`config.mk`:
```
export PLATFORM = sky130hd
export DESIGN_NAME = traffic_phase_controller
export DESIGN_NICKNAME = d
export VERILOG_FILES = /design/src/rtl/traffic_phase_controller.sv
export SDC_FILE = /design/constraint.sdc
export NUM_CORES = 1
export LEC_CHECK = 0
export BUFFER_PORTS_ARGS = -buffer_cell sky130_fd_sc_hd__buf_4
export CAP_MARGIN = 30
export CORE_ASPECT_RATIO = 0.9
export CORE_MARGIN = 3
export CORE_UTILIZATION = 43
export CTS_BUF_LIST = sky130_fd_sc_hd__clkbuf_16
export DETAILED_ROUTE_END_ITERATION = 12
export PLACE_DENSITY = 0.74
export SLEW_MARGIN = 20
export SYNTH_ARGS = -nofsm -noshare
export SYNTH_HDL_FRONTEND = slang
export SYNTH_SLANG_ARGS = --single-unit
export TNS_END_PERCENT = 100
```
`constraint.sdc`:
```
create_clock -name clk -period 5.3 [get_ports clk]
set_input_delay 0.265 -clock clk [delete_from_list [all_inputs] [get_ports clk]]
set_output_delay 0.265 -clock clk [all_outputs]
set_load 0.005 [all_outputs]
```
`src/rtl/traffic_phase_controller.sv`:
```
// ---------------------------------------------------------------------------------------------
// traffic_phase_controller
//
// Adaptive two-road intersection phase FSM. Advances through
//   RED_TO_NS -> NS_GREEN -> NS_YELLOW -> RED_TO_EW -> EW_GREEN -> EW_YELLOW -> RED_TO_NS
// counting `tick` pulses from the upstream timer stage. A green phase is held past its minimum
// while the active road still has demand and the cross road has none, and is cut off at its
// maximum. Every phase change produces a one-cycle `timer_restart` pulse back to the timer.
//
// Ports:
//   clk           in   system clock
//   rst           in   asynchronous, active-high reset
//   tick          in   one-cycle timing-unit pulse (each high cycle counts as one tick)
//   ns_req        in   North-South demand, synchronous to clk
//   ew_req        in   East-West demand, synchronous to clk
//   ns_light      out  NS lamps {red,yellow,green}, one-hot
//   ew_light      out  EW lamps {red,yellow,green}, one-hot
//   phase         out  current state encoding (0..5)
//   elapsed       out  ticks elapsed in the current phase
//   timer_restart out  registered pulse, high the cycle after any phase change
// ---------------------------------------------------------------------------------------------
module traffic_phase_controller #(
    parameter int unsigned GREEN_MIN = 8,   // minimum green, in ticks (>= 1)
    parameter int unsigned GREEN_MAX = 20,  // maximum green, in ticks (>= GREEN_MIN)
    parameter int unsigned YELLOW_T  = 3,   // yellow duration, in ticks (>= 1)
    parameter int unsigned ALLRED_T  = 1,   // all-red clearance, in ticks (>= 1)
    parameter int unsigned CNT_W     = 5    // elapsed-counter width, must hold GREEN_MAX
) (
    input  logic             clk,
    input  logic             rst,
    input  logic             tick,
    input  logic             ns_req,
    input  logic             ew_req,
    output logic [2:0]       ns_light,
    output logic [2:0]       ew_light,
    output logic [2:0]       phase,
    output logic [CNT_W-1:0] elapsed,
    output logic             timer_restart
);

    // -----------------------------------------------------------------------------------------
    // Encodings
    // -----------------------------------------------------------------------------------------
    typedef enum logic [2:0] {
        StNsGreen  = 3'd0,
        StNsYellow = 3'd1,
        StRedToEw  = 3'd2,
        StEwGreen  = 3'd3,
        StEwYellow = 3'd4,
        StRedToNs  = 3'd5
    } phase_e;

    localparam logic [2:0] LampRed    = 3'b100;
    localparam logic [2:0] LampYellow = 3'b010;
    localparam logic [2:0] LampGreen  = 3'b001;

    localparam logic [CNT_W-1:0] GreenMinC = CNT_W'(GREEN_MIN);
    localparam logic [CNT_W-1:0] GreenMaxC = CNT_W'(GREEN_MAX);
    localparam logic [CNT_W-1:0] YellowC   = CNT_W'(YELLOW_T);
    localparam logic [CNT_W-1:0] AllRedC   = CNT_W'(ALLRED_T);

    // -----------------------------------------------------------------------------------------
    // State
    // -----------------------------------------------------------------------------------------
    phase_e           state_q, state_d;
    logic [CNT_W-1:0] elapsed_q, elapsed_d;
    logic             timer_restart_q, timer_restart_d;

    // Next-state helpers
    logic [CNT_W-1:0] cnt_next;     // n = elapsed + 1, the tick count if this tick is taken
    logic             own_req;      // demand on the road currently holding green
    logic             cross_req;    // demand on the road currently held at red
    logic             green_forced;
    logic             green_early;
    logic             exit_now;     // current phase is complete on this tick
    logic             state_illegal;
    phase_e           state_succ;   // successor in the fixed phase ring

    // Elapsed is bounded by GREEN_MAX-1 by the exit rules, so n never overflows CNT_W.
    assign cnt_next = elapsed_q + CNT_W'(1);

    // -----------------------------------------------------------------------------------------
    // Process 1: state register
    // -----------------------------------------------------------------------------------------
    always_ff @(posedge clk or posedge rst) begin
        if (rst) begin
            state_q         <= StRedToNs;
            elapsed_q       <= '0;
            timer_restart_q <= 1'b0;
        end else begin
            state_q         <= state_d;
            elapsed_q       <= elapsed_d;
            timer_restart_q <= timer_restart_d;
        end
    end

    // -----------------------------------------------------------------------------------------
    // Process 2: next-state logic
    // -----------------------------------------------------------------------------------------

    // Own/cross demand are swapped depending on which road holds green. Outside the green
    // phases the values are unused.
    always_comb begin
        own_req   = ns_req;
        cross_req = ew_req;
        if (state_q == StEwGreen) begin
            own_req   = ew_req;
            cross_req = ns_req;
        end
    end

    // Green ends at the hard maximum, or once the minimum is met and there is either a
    // competing request or nobody left to serve on the active road.
    assign green_forced = (cnt_next == GreenMaxC);
    assign green_early  = (cnt_next >= GreenMinC) && (cross_req || !own_req);

    always_comb begin
        exit_now      = 1'b0;
        state_illegal = 1'b0;
        state_succ    = StRedToNs;
        case (state_q)
            StNsGreen: begin
                exit_now   = green_forced || green_early;
                state_succ = StNsYellow;
            end
            StNsYellow: begin
                exit_now   = (cnt_next == YellowC);
                state_succ = StRedToEw;
            end
            StRedToEw: begin
                exit_now   = (cnt_next == AllRedC);
                state_succ = StEwGreen;
            end
            StEwGreen: begin
                exit_now   = green_forced || green_early;
                state_succ = StEwYellow;
            end
            StEwYellow: begin
                exit_now   = (cnt_next == YellowC);
                state_succ = StRedToNs;
            end
            StRedToNs: begin
                exit_now   = (cnt_next == AllRedC);
                state_succ = StNsGreen;
            end
            default: begin
                state_illegal = 1'b1;
            end
        endcase
    end

    always_comb begin
        state_d   = state_q;
        elapsed_d = elapsed_q;
        if (state_illegal) begin
            // Recover to a safe all-red state without waiting for a tick.
            state_d   = StRedToNs;
            elapsed_d = '0;
        end else if (tick) begin
            if (exit_now) begin
                state_d   = state_succ;
                elapsed_d = '0;
            end else begin
                elapsed_d = cnt_next;
            end
        end
        // Registered, so the pulse lands in the first cycle of the new phase.
        timer_restart_d = (state_d != state_q);
    end

    // -----------------------------------------------------------------------------------------
    // Process 3: output decode (Moore, straight from the state register)
    // -----------------------------------------------------------------------------------------
    always_comb begin
        ns_light = LampRed;
        ew_light = LampRed;
        case (state_q)
            StNsGreen:  ns_light = LampGreen;
            StNsYellow: ns_light = LampYellow;
            StEwGreen:  ew_light = LampGreen;
            StEwYellow: ew_light = LampYellow;
            default:    ;  // all-red and illegal codes keep both roads at red
        endcase
    end

    assign phase         = state_q;
    assign elapsed       = elapsed_q;
    assign timer_restart = timer_restart_q;

    // -----------------------------------------------------------------------------------------
    // Safety properties
    // -----------------------------------------------------------------------------------------
    a_no_conflict: assert property (@(posedge clk) disable iff (rst)
        (ns_light == LampRed) || (ew_light == LampRed));

    a_elapsed_bound: assert property (@(posedge clk) disable iff (rst)
        elapsed_q < GreenMaxC);

endmodule

```
Word-level counts from Yosys, hierarchy flattened. Index checks and enable logic that the tools add are counted.

Output and inout port bits: 15. Logic and storage cells: 36. Flip-flop bits (word level): 9. Input bits: 5.

$lt $le $gt $ge: 1. Reduce and logical (&&, ||, !) cells: 9. Mux-type cells: 12. $add $sub $neg: 1. Equal/unequal tests: 10.

Operator list (number): $mux W5 (3); $pmux W3 S5 (1); $pmux W3 S2 (2); $mux W3 (3); $eq A3 B2 Y1 const B (2); $eq A3 B3 Y1 const B (2); $reduce_or A2 Y1 (3); $reduce_or A6 Y1 (1); $add A5 B1 Y5 const B (1); $eq A5 B1 Y1 const B (1); $eq A5 B2 Y1 const B (1); $eq A5 B5 Y1 const B (1); $ge A5 B4 Y1 const B (1); $eq A3 B1 Y1 const B (1); $logic_not A3 Y1 (1); $ne A3 B3 Y1 (1); $pmux W1 S3 (1); $logic_or A1 B1 Y1 (2); $mux W1 (2); $ne A2 B1 Y1 const B (1); $logic_and A1 B1 Y1 (1); $logic_not A1 Y1 (1).

Longest topological paths before layout.
Depth after elaboration: 11. Gate-level depth with buffers: 6. Mapped depth without buffers: 6.

Worst setup path before layout. No wires, ideal clock.

Kind: reg2reg. Start: register elapsed_q[0] (netlist: elapsed[0]). End: register elapsed_q[0] (netlist: elapsed[0]). Path buffers: 0. Data required time: 5180 ps. Setup time: 120 ps. Stages on the path, launching flop included: 7. Period minus slack after synthesis: 1797 ps. Data arrival time: 1677 ps. Slack: 3503 ps. Path through: dfrtp_1 ha_1 nor2b_1 or3_4 a211oi_2 a211oi_2 a31o_1.

Longest elaborated chain between the ends: 8. Elaborated cells between the ends (all ways): 11. Classes of those cells: 1 x add/sub; 1 x order compare; 3 x eq/ne; 4 x mux; 2 x reduce/logical.

RTL lines: start, declared (line 66) `logic [CNT_W-1:0] elapsed_q, elapsed_d;`; start signal, assigned (line 92) `elapsed_q <= elapsed_d;`; $add A5 B1 Y5 * (line 80) `assign cnt_next = elapsed_q + CNT_W'(1);`; $ge A5 B4 Y1 (line 115) `assign green_early = (cnt_next >= GreenMinC) && (cross_req || !own_req);`; $logic_and A1 B1 Y1 (line 115); $logic_or A1 B1 Y1 (line 123, 135); $pmux W1 S3 (line 121) `case (state_q)`; $mux W5 * (line 160) `if (exit_now) begin`; $mux W5 * (line 159) `end else if (tick) begin`; $mux W5 * (line 155) `if (state_illegal) begin`.

Every way passes the cells marked *; elsewhere a longest branch is shown, timed or not. The select of a mux whose other input is x is not followed. A chain may end at the register's enable or synchronous reset.

Final worst setup path.
Start: register state_q[0] (netlist: phase[0]). End: register state_q[0] (netlist: phase[0]).

Longest elaborated chain between the ends: 10. Elaborated cells between the ends (all ways): 21. Classes of those cells: 5 x eq/ne; 7 x mux; 9 x reduce/logical.

RTL lines: start, declared (line 65) `phase_e state_q, state_d;`; start signal, assigned (line 87) `state_q <= StRedToNs;`; start signal, assigned (line 91) `state_q <= state_d;`; $eq A3 B2 Y1 (line 106, 121); $mux W1 (line 106) `if (state_q == StEwGreen) begin`; $logic_not A1 Y1 (line 115); $logic_or A1 B1 Y1 (line 115); $logic_and A1 B1 Y1 (line 115); $logic_or A1 B1 Y1 (line 123, 135); $pmux W1 S3 (line 121); $mux W3 (line 160); $mux W3 (line 159); $mux W3 * (line 155); via state_d[0] (line 65).

Mark *: on every way through the listed nets, which the timed path passes. The rest lies on a longest branch.

==> results.toml <==
[detailed_routing]
routedWlPerCell_um = 14.2
post_detailed_route_via_to_cell_ratio = 5.70
drtAntennaViolNets = 0
totalWireLength_um = 1860
drt_iter0_markers = 31
dr_total_vias = 747
detail_route.drc_violations = 0
detail_route.first_pass.iterations = 4

[die]
die_width_um = 50.7
die-area_sq_um = 2340
placement_rows = 13
initial_util_pct = 49.5
core_region_area_sq_um = 1560
number_of_i_o_pins = 20
dieHeight_um = 46.2

[timing]
achievable-frequency_mhz = 482
period_minus_slack_ns = 2.08
finalClockSkew_ns = 0.00344
slew_viol_final = 0
grt_setup_unrepaired = "no"
hold_viol = 6
fin_crit_sh_pct = 39.2
tightest_slew_ns = 0.523
final.setup.tns_ns = 0
setup_viol = 0
layout_setup_ws_ns = 3.22
slew_headroom_pct = 65.1
fin_worst_hold_slack_ns = -0.00476

[power_and_ir_drop]
power_density_nw_per_um2 = 504
vdd.ir_drop.worst_uv = 280
static_leakage_nw = 0.453

[yosys]
synth-main-ff-cell = "sky130_fd_sc_hd__dfrtp_1"
postSynth.asyncResetShare_pct = 100
syn_avg_cell_area_sq_um = 8.40
number_of_enable_flip_flop_cells_after_synthesis = 0
synth.cell_area_sq_um = 773
ys_ff_latch = 9
synth_seq_area_share_pct = 29.4
synthesis.instances = 92
synth.net_count = 99
post_synth_num_cell_types = 41
yosysWarningCount = 0

[clock_tree]
cts.path.max_buffers = 2
cts-htree-levels = 1
clock-sinks = 9
clk-insertion-delay-late_ns = 0.23
clock-root-buffer = "sky130_fd_sc_hd__clkbuf_16"
cts_post_setup_buffers_inserted = 0
cts_repair_resize_count = 0
cts-buffers-inserted = 3
post_cts_hold_buffer_count = 0
clkSlewWorstSetupHoldPaths_ns = 0.04
cts_tree = "yes"

[placement]
dpl.hpwl_um = 1340
placer_congestion_estimate = 0.832
numPortBuffers = 19
dpl_worst_slack_ns = 3.23

[global_routing]
antenna_found_initial = 0
grt.total_usage_pct = 17.4
first_global_vias = 680
grt.overflow.total = 0
grt_max_degree = 18
grt_pass1_wl_um = 3070

[layout]
design.final.nets = 117
layout-drive-gt1-share_pct = 28.4
area.growth.synth_to_final_pct = 28.3
antenna_cells = 0

[critical_path]
worstReg2RegStart = "phase[0]$_DFF_PP1_"
critical_path.max_fanout = 16
worstSetupStartpointType = "register"
cp_data_arrival_time_ns = 2.22
rr_endpoint = "phase[0]$_DFF_PP1_"
timing.critical_path.to_type = "register"
worst_r2r_path_depth = 5
kind_of_critical_path = "register to register"
reg2reg_slack_ns = 3.22
critPathLaunch = "phase[0]$_DFF_PP1_"
worstPathRequired_ns = 5.45

[worst_hold_path]
class_of_the_tightest_hold_or_removal_check = "input pin to asynchronous set/reset pin"

[run_status]
status = "finished, violations left"
failing_checks = "negative hold slack"

[job]
max_cap_viol_count = 0
[cell usage after synthesis, types with 2 or more instances]
| cell | instances | area, sq um |
|---|---|---|
| sky130_fd_sc_hd__a211oi_1 | 3 | 22.5 |
| sky130_fd_sc_hd__a211oi_2 | 2 | 25.0 |
| sky130_fd_sc_hd__a21oi_1 | 3 | 15.0 |
| sky130_fd_sc_hd__a31o_1 | 2 | 17.5 |
| sky130_fd_sc_hd__and2_1 | 2 | 12.5 |
| sky130_fd_sc_hd__and3_1 | 5 | 31.3 |
| sky130_fd_sc_hd__buf_1 | 2 | 7.51 |
| sky130_fd_sc_hd__clkbuf_1 | 2 | 7.51 |
| sky130_fd_sc_hd__dfrtp_1 | 7 | 175 |
| sky130_fd_sc_hd__dfstp_2 | 2 | 52.6 |
| sky130_fd_sc_hd__ha_1 | 2 | 25.0 |
| sky130_fd_sc_hd__inv_1 | 3 | 11.3 |
| sky130_fd_sc_hd__mux2i_1 | 2 | 20.0 |
| sky130_fd_sc_hd__nand2_1 | 3 | 11.3 |
| sky130_fd_sc_hd__nand2b_1 | 4 | 25.0 |
| sky130_fd_sc_hd__nand3_1 | 4 | 20.0 |
| sky130_fd_sc_hd__nor2_1 | 12 | 45.0 |
| sky130_fd_sc_hd__nor2b_1 | 3 | 18.8 |
| sky130_fd_sc_hd__nor3_1 | 3 | 15.0 |
| sky130_fd_sc_hd__nor4_1 | 2 | 12.5 |
| sky130_fd_sc_hd__o21ai_0 | 2 | 10.0 |
| sky130_fd_sc_hd__or3_1 | 2 | 12.5 |
| sky130_fd_sc_hd__xor2_1 | 2 | 17.5 |
[sequential cells by signal, summed over array words and instances (netlist names)]
name	cells
timer_restart	1
phase	3
elapsed	5
[worst max-delay path by stage]
stage	endpoint	slack (ns)	cells past startpoint
2_1_floorplan	elapsed[0]$_DFFE_PP0P_	3.50	6
3_3_place_gp	phase[0]$_DFF_PP1_	3.27	5
3_5_place_dp	phase[0]$_DFF_PP1_	3.23	5
4_1_cts	phase[0]$_DFF_PP1_	3.22	5
5_1_grt	phase[0]$_DFF_PP1_	3.08	5
6_report	phase[0]$_DFF_PP1_	3.22	5
[report_power, final]
group / total [mW] / leakage [nW] / internal (mW) / switching [mW]
sequential: 0.130 / 0.107 / 0.0913 / 0.0385
combinational: 0.238 / 0.305 / 0.121 / 0.117
clock: 0.133 / 0.0409 / 0.0994 / 0.0333
[per-stage QoR]
| step | std cells | hold WS [ns] | area (sq um) | util, % | power (mW) |
|---|---|---|---|---|---|
| 2_1_floorplan | 92 | 0.0915 | 773 | - | 0.293 |
| 3_3_place_gp | 127 | 0.252 | 912 | 58.4 | 0.361 |
| 3_5_place_dp | 127 | 0.256 | 912 | 58.4 | 0.365 |
| 4_1_cts | 131 | 0.00914 | 992 | 63.5 | 0.501 |
| 5_1_grt | 131 | 0.0233 | 992 | 63.5 | 0.535 |
| 6_report | 131 | -0.00476 | 992 | 63.5 | 0.500 |
[routing by layer]
| metal | global-route usage (%) | part of all wire (%) |
|---|---|---|
| met5 | 0 | 0 |
| met4 | 5.91 | 1.0 |
| met3 | 3.88 | 7.6 |
| met2 | 27.9 | 45 |
| met1 | 23.3 | 46 |
[logic make-up (layout without fill, tap and decap cells)]
logic type / Yosys count / count (layout) / synth area share [%]
buf+inv: 9 / 26 / 5.50
flops: 9 / 9 / 29.5
simple gates: 47 / 47 / 34.5
fa+ha+maj: 2 / 2 / 3.24
mux: 2 / 2 / 2.59
compound gates: 21 / 21 / 22.5
xor+xnor: 2 / 2 / 2.27
[layout by cell type, fill, tap and decap left out, types with 2 or more instances in the layout]
master,synthesis,layout
sky130_fd_sc_hd__nand3_1,4,4
sky130_fd_sc_hd__a211oi_2,2,2
sky130_fd_sc_hd__xor2_1,2,2
sky130_fd_sc_hd__and2_1,2,2
sky130_fd_sc_hd__a31o_1,2,2
sky130_fd_sc_hd__mux2i_1,2,2
sky130_fd_sc_hd__nor3_1,3,3
sky130_fd_sc_hd__inv_1,3,3
sky130_fd_sc_hd__dfstp_2,2,2
sky130_fd_sc_hd__a211oi_1,3,3
sky130_fd_sc_hd__a21oi_1,3,3
sky130_fd_sc_hd__and3_1,5,5
sky130_fd_sc_hd__nor2b_1,3,3
sky130_fd_sc_hd__or3_1,2,2
sky130_fd_sc_hd__nand2b_1,4,4
sky130_fd_sc_hd__nor2_1,12,12
sky130_fd_sc_hd__o21ai_0,2,2
sky130_fd_sc_hd__ha_1,2,2
sky130_fd_sc_hd__dfrtp_1,7,7
sky130_fd_sc_hd__nor4_1,2,2
sky130_fd_sc_hd__nand2_1,3,3
sky130_fd_sc_hd__buf_4,0,19
sky130_fd_sc_hd__clkbuf_16,0,3
[critical path, stage by stage (launching register included)]
cell                        delay [ns]
sky130_fd_sc_hd__dfstp_2          0.69
sky130_fd_sc_hd__and3b_1          0.26
sky130_fd_sc_hd__mux2i_1          0.27
sky130_fd_sc_hd__o221ai_2         0.21
sky130_fd_sc_hd__a2111oi_1        0.45
sky130_fd_sc_hd__nor3b_2          0.10
[layout make-up]
class / count / area, sq um
fill: 135 / 569
multi-input combinational: 74 / 503
sequential: 9 / 228
timing repair buffer: 19 / 143
clock buffer: 3 / 75.1
tap: 22 / 27.5
inverter: 3 / 11.3
clock inverter: 1 / 5.00
Power figures use the tool's default switching activity.
